**src/rtl/pipe_pkg.sv**
```systemverilog
// Shared pipeline types for the forwarding/bypass unit.
// Tag entries record in-flight destination registers per bypass stage.
package pipe_pkg;

  localparam int DATA_W_DEF     = 32;
  localparam int REG_ADDR_W_DEF = 5;

  // Tag rd field is sized for the widest supported register address
  localparam int TAG_RD_W = 8;

  localparam int FWD_SEL_RF = 0;
  localparam int REG_ZERO   = 0;

  typedef struct packed {
    logic                v;
    logic [TAG_RD_W-1:0] rd;
    logic                late;
  } tag_t;

endpackage

```
**src/rtl/fwd_operand_resolve.sv**
```systemverilog
// Resolves one source operand against the in-flight tag pipeline.
// The youngest matching stage wins; a non-final result raises hazard.
module fwd_operand_resolve
  import pipe_pkg::*;
#(
  parameter int DATA_W     = DATA_W_DEF,
  parameter int REG_ADDR_W = REG_ADDR_W_DEF,
  parameter int DEPTH      = 2,
  parameter int SEL_W      = $clog2(DEPTH+1)
) (
  input  tag_t [DEPTH-1:0]        tags,
  input  logic [DEPTH*DATA_W-1:0] stage_data,
  input  logic [DEPTH-1:0]        stage_data_valid,
  input  logic [REG_ADDR_W-1:0]   src_addr,
  input  logic [DATA_W-1:0]       rf_data,
  output logic [SEL_W-1:0]        sel,
  output logic [DATA_W-1:0]       data,
  output logic                    hazard
);

  always_comb begin
    sel    = SEL_W'(FWD_SEL_RF);
    data   = rf_data;
    hazard = 1'b0;
    if (src_addr != REG_ADDR_W'(REG_ZERO)) begin
      // Oldest first, so a younger match overwrites it
      for (int k = DEPTH-1; k >= 0; k--) begin
        if (tags[k].v &&
            tags[k].rd == TAG_RD_W'(src_addr)) begin
          sel = SEL_W'(k+1);
          if (stage_data_valid[k]) begin
            data   = stage_data[k*DATA_W +: DATA_W];
            hazard = 1'b0;
          end else begin
            data   = rf_data;
            hazard = 1'b1;
          end
        end
      end
    end
  end

endmodule

```
**src/rtl/fwd_bypass_unit.sv**
```systemverilog
// Operand bypass network with internal destination tag pipeline,
// load-use stall detection and a saturating stall counter.
module fwd_bypass_unit
  import pipe_pkg::*;
#(
  parameter int DATA_W     = DATA_W_DEF,
  parameter int REG_ADDR_W = REG_ADDR_W_DEF,
  parameter int NUM_SRC    = 2,
  parameter int DEPTH      = 2,
  parameter int CNT_W      = 16,
  localparam int SEL_W     = $clog2(DEPTH+1)
) (
  input  logic                      clk,
  input  logic                      rst_n,
  input  logic                      flush,
  input  logic                      issue_valid,
  input  logic [REG_ADDR_W-1:0]     issue_rd,
  input  logic                      issue_we,
  input  logic                      issue_late,
  input  logic [NUM_SRC*REG_ADDR_W-1:0] src_addr,
  input  logic [NUM_SRC*DATA_W-1:0] src_rf_data,
  input  logic [DEPTH*DATA_W-1:0]   stage_data,
  input  logic [DEPTH-1:0]          stage_data_valid,
  output logic [NUM_SRC*DATA_W-1:0] fwd_data,
  output logic [NUM_SRC*SEL_W-1:0]  fwd_sel,
  output logic                      stall,
  output logic [DEPTH-1:0]          tag_valid,
  output logic [CNT_W-1:0]          stall_cnt
);

  tag_t [DEPTH-1:0]   tags;
  tag_t               issue_tag;
  logic [NUM_SRC-1:0] hazard;

  always_comb begin
    issue_tag.v    = issue_valid & issue_we &
                     (issue_rd != REG_ADDR_W'(REG_ZERO));
    issue_tag.rd   = TAG_RD_W'(issue_rd);
    issue_tag.late = issue_valid & issue_we & issue_late;
  end

  // Flush beats stall beats issue when loading stage 0
  always_ff @(posedge clk or negedge rst_n) begin
    if (!rst_n) begin
      tags <= '0;
    end else if (flush) begin
      tags <= '0;
    end else begin
      tags[0] <= stall ? '0 : issue_tag;
      for (int k = 1; k < DEPTH; k++) begin
        tags[k] <= tags[k-1];
      end
    end
  end

  for (genvar i = 0; i < NUM_SRC; i++) begin : g_src
    fwd_operand_resolve #(
      .DATA_W     (DATA_W),
      .REG_ADDR_W (REG_ADDR_W),
      .DEPTH      (DEPTH),
      .SEL_W      (SEL_W)
    ) u_resolve (
      .tags             (tags),
      .stage_data       (stage_data),
      .stage_data_valid (stage_data_valid),
      .src_addr         (src_addr[i*REG_ADDR_W +: REG_ADDR_W]),
      .rf_data          (src_rf_data[i*DATA_W +: DATA_W]),
      .sel              (fwd_sel[i*SEL_W +: SEL_W]),
      .data             (fwd_data[i*DATA_W +: DATA_W]),
      .hazard           (hazard[i])
    );
  end

  assign stall = (|hazard) & ~flush;

  always_comb begin
    for (int k = 0; k < DEPTH; k++) begin
      tag_valid[k] = tags[k].v;
    end
  end

  always_ff @(posedge clk or negedge rst_n) begin
    if (!rst_n) begin
      stall_cnt <= '0;
    end else if (stall && stall_cnt != '1) begin
      stall_cnt <= stall_cnt + 1'b1;
    end
  end

  // A load in stage 0 can never present a final result
  ap_late_not_valid: assert property (
    @(posedge clk) disable iff (!rst_n)
    (tags[0].v && tags[0].late) |-> !stage_data_valid[0]
  );

endmodule
```
**config.mk**
```make
export PLATFORM = sky130hd
export DESIGN_NAME = fwd_bypass_unit
export DESIGN_NICKNAME = d
export VERILOG_FILES = /design/src/rtl/pipe_pkg.sv /design/src/rtl/fwd_operand_resolve.sv /design/src/rtl/fwd_bypass_unit.sv
export SDC_FILE = /design/constraint.sdc
export NUM_CORES = 1
export LEC_CHECK = 0
export BUFFER_PORTS_ARGS = -buffer_cell sky130_fd_sc_hd__buf_2
export CAP_MARGIN = 20
export CORE_AREA = 2 2 91 93
export DETAILED_ROUTE_END_ITERATION = 7
export DIE_AREA = 0 0 93 95
export MAX_ROUTING_LAYER = met4
export PLACE_DENSITY = 0.77
export SLEW_MARGIN = 30
export SYNTH_ARGS = -nofsm -noshare
export SYNTH_HDL_FRONTEND = slang
export SYNTH_SLANG_ARGS = --single-unit
```
**constraint.sdc**
```tcl
create_clock -name clk -period 5.05 [get_ports clk]
set_clock_uncertainty 0.2 [all_clocks]
set_input_delay 0.505 -clock clk [delete_from_list [all_inputs] [get_ports clk]]
set_output_delay 0.505 -clock clk [all_outputs]
set_load 0.05 [all_outputs]
```
==> results.yml <==
layout:
  layout.nets: 736
  drive_gt1_frac: 0.484
  final_util: 0.528
  final_area_sq_um: 4180
  fin_cells: 690
  area_growth_pct: 43.3
clock_tree:
  cts_buffers: 3
  cts_setup_buffers: 0
  ctsRootBufferMaster: "clkbuf_8"
  cts_resized: 0
  htreeDepth: 1
  path_clk_slew_ns: 0.10
  clkSinkCount: 28
  clock_latency_ns: 0.28
  cts_tree: "done"
  clock_path_buffers: 2
  hold_buffers: 0
pwr:
  power_mw: 0.699
  p_int_mw: 0.432
  comb_power_share: 0.407
  clkPwrFrac: 0.253
  ir_drop_v: 0.000218
  p_sw_mw: 0.267
  swShare: 0.382
  cellPowerDensity_nw_per_um2: 167
  leakage_nw: 2.28
  seqPwrFrac: 0.340
global_routing:
  antenna_found_initial: 2
  grt_pass1_vias: 3387
  grt_max_degree: 34
  grt_first_pass_wirelength_um: 16200
  grt_overflow: 0
  track_usage: 0.232
synthesis:
  synth_seq_cells: 28
  synth.distinct_cells: 40
  synth_edf_count: 0
  syn_avg_cell_area_sq_um: 7.93
  ys_warn_count: 0
  synthesis.area_sq_um: 2920
  netlist_instances: 368
  syn_nets: 520
  ys.flop_type: "dfrtp_1"
  synthArstFlopShare: 1.00
  ys_seq_area_frac: 0.240
setup_path:
  crit_path_end_kind: "output port"
  r2r_start: "tags[15]"
  crit_fanout: 23
  worstReg2RegEnd: "stall_cnt[9]"
  arrival_ns: 3.30
  reg2reg_depth: 7
  worst-setup-path-type: "reg2out"
  crit_top_cell: "nand2_1"
  ff2ff_setup_slack_ns: 2.26
  critPathSlowestCell: "nand2_1"
  cp_cell_sequence: "xor2_1 > nor4_1 > and3_1 > nand2_1 > o21ai_0 > nand2_1 > a21o_1 > buf_2"
  max_stage_delay_ns: 0.52
  startpoint_type: "flip-flop"
  cp.required_ns: 4.35
sta:
  fin_tns_setup_ns: 0
  rsz0062_at_grt: "no"
  worst_slew_pin_slew_ns: 0.915
  post-route-period-util: 0.793
  slew_headroom: 0.386
  setup_viol: 0
  hold_viol_final: 0
  final.setup.worst_slack_ns: 1.04
  hold_ws_ns: 0.0246
  slew_violations: 0
  max_freq_mhz: 250
  period_needed_ns: 4.01
floorplan:
  coreArea_sq_um: 7930
  die_area_sq_um: 8840
  initial_utilization: 0.368
  rows: 33
  die_y_um: 95
  io_pins: 238
  die_w_um: 93
placement:
  gp_congestion: 0.862
  dp_slack_ns: 1.14
  postPlaceCellArea_sq_um: 4110
  dp_cells: 684
  place_hpwl_um: 8330
  port_buffers: 236
detailed_routing:
  drtIter0Drc: 155
  avgViaCountPerCell: 5.41
  drc_errors: 0
  wl_per_cell_um: 15.8
  antenna_left: 0
  routed_wl_um: 10900
  vias: 3735
  dr.pass1.iters: 5
hold_path:
  hp-class: "in2async"
status:
  status: "finished, final reports clean"
run:
  cap_viol_max_count: 0
==> layer usage <==
metal | part of all wire | track usage | vias up | wire length [um]
li1 | - | - | 1760 | -
met1 | 0.39 | 0.270 | 1753 | 4230
met2 | 0.51 | 0.424 | 202 | 5550
met3 | 0.083 | 0.0351 | 20 | 897
met4 | 0.018 | 0.0539 | 0 | 195
met5 | 0 | - | - | 0
==> cells in the mapped netlist, types with 2 or more instances <==
master	number	area, sq um
a21oi_1	11	55.1
o21ai_2	30	263
inv_1	33	124
mux2_2	2	22.5
nor4_1	4	25.0
o21ai_0	14	70.1
xor2_1	13	114
nand3_1	7	35.0
buf_2	6	30.0
clkbuf_1	15	56.3
a22oi_1	43	323
nand4_1	9	56.3
nor2b_1	7	43.8
and3_1	6	37.5
buf_6	4	45.0
nand2_1	25	93.8
or4_1	2	15.0
a21o_1	21	158
nor3_1	2	10.0
and2_1	7	43.8
dfrtp_1	28	701
buf_4	2	15.0
nor2_1	18	67.6
a22o_1	21	184
xnor2_1	21	184
o21ai_1	3	15.0
==> critical path, delay by kind of cell, from the launching register on <==
family / cells / cell delay [ns]
DFF: 1 / 0.42
AOI/OAI and AO/OA: 2 / 0.70
xor gates and xnor gates: 1 / 0.17
and+or+nand+nor: 4 / 1.53
buffers and inverters: 1 / 0.21
==> worst max-delay path by stage <==
stage	start	depth (start not counted)	to
floorplan	src_addr[6]	6	stall
global placement	src_addr[1]	8	fwd_data[11]
detailed placement	src_addr[4]	9	fwd_data[1]
CTS	tags[15]	8	fwd_data[1]
global route	tags[15]	8	fwd_data[1]
finish	tags[15]	8	fwd_data[1]
==> logic make-up after synthesis <==
family | count (synthesis) | share of synthesized area
AOI/OAI and AO/OA | 151 | 0.392
and+or+nand+nor | 92 | 0.161
buffers and inverters | 60 | 0.0926
xor gates and xnor gates | 34 | 0.102
DFF | 28 | 0.240
muxes | 2 | 0.00771
adders and majority gates | 1 | 0.00429
==> cell usage in the layout (no fill, tap or decap), types with 2 or more instances in the layout <==
master,n
a22oi_1,43
o21ai_0,14
nand3_1,7
nor2b_1,7
or4_1,2
mux2_2,2
a22o_1,21
and3_1,6
diode_2,2
xnor2_1,21
xor2_1,13
nand4_1,9
dfrtp_1,28
buf_4,2
and2_1,6
clkbuf_8,3
inv_1,33
o21ai_2,30
nor2_1,18
buf_2,236
nand2_1,25
a21o_1,21
nor3_1,2
nor4_1,3
o21ai_1,3
a21oi_1,11
==> final cells by class <==
type                    count  area, sq um
diodes                      2         5.00
fillers                   768         3740
flip-flops and latches     28          701
clock inverters             1         30.0
clock buffers               3         41.3
repair buffers            238         1200
well taps                 105          131
inverters                  33          124
multi-input cells         280         1960
==> state kept, by name (all words and copies together), names as in the netlist <==
signal	count
tags	10
tag_valid	2
stall_cnt	16
==> power by group through the flow <==
stage               clock (mW)  combinational (mW)  sequential [mW]
floorplan                    0               0.167            0.247
global placement             0               0.279            0.242
detailed placement           0               0.283            0.242
CTS                      0.179               0.285            0.237
global route             0.190               0.303            0.239
finish                   0.177               0.285            0.237
No activity file was read; power rests on OpenSTA's default activity.
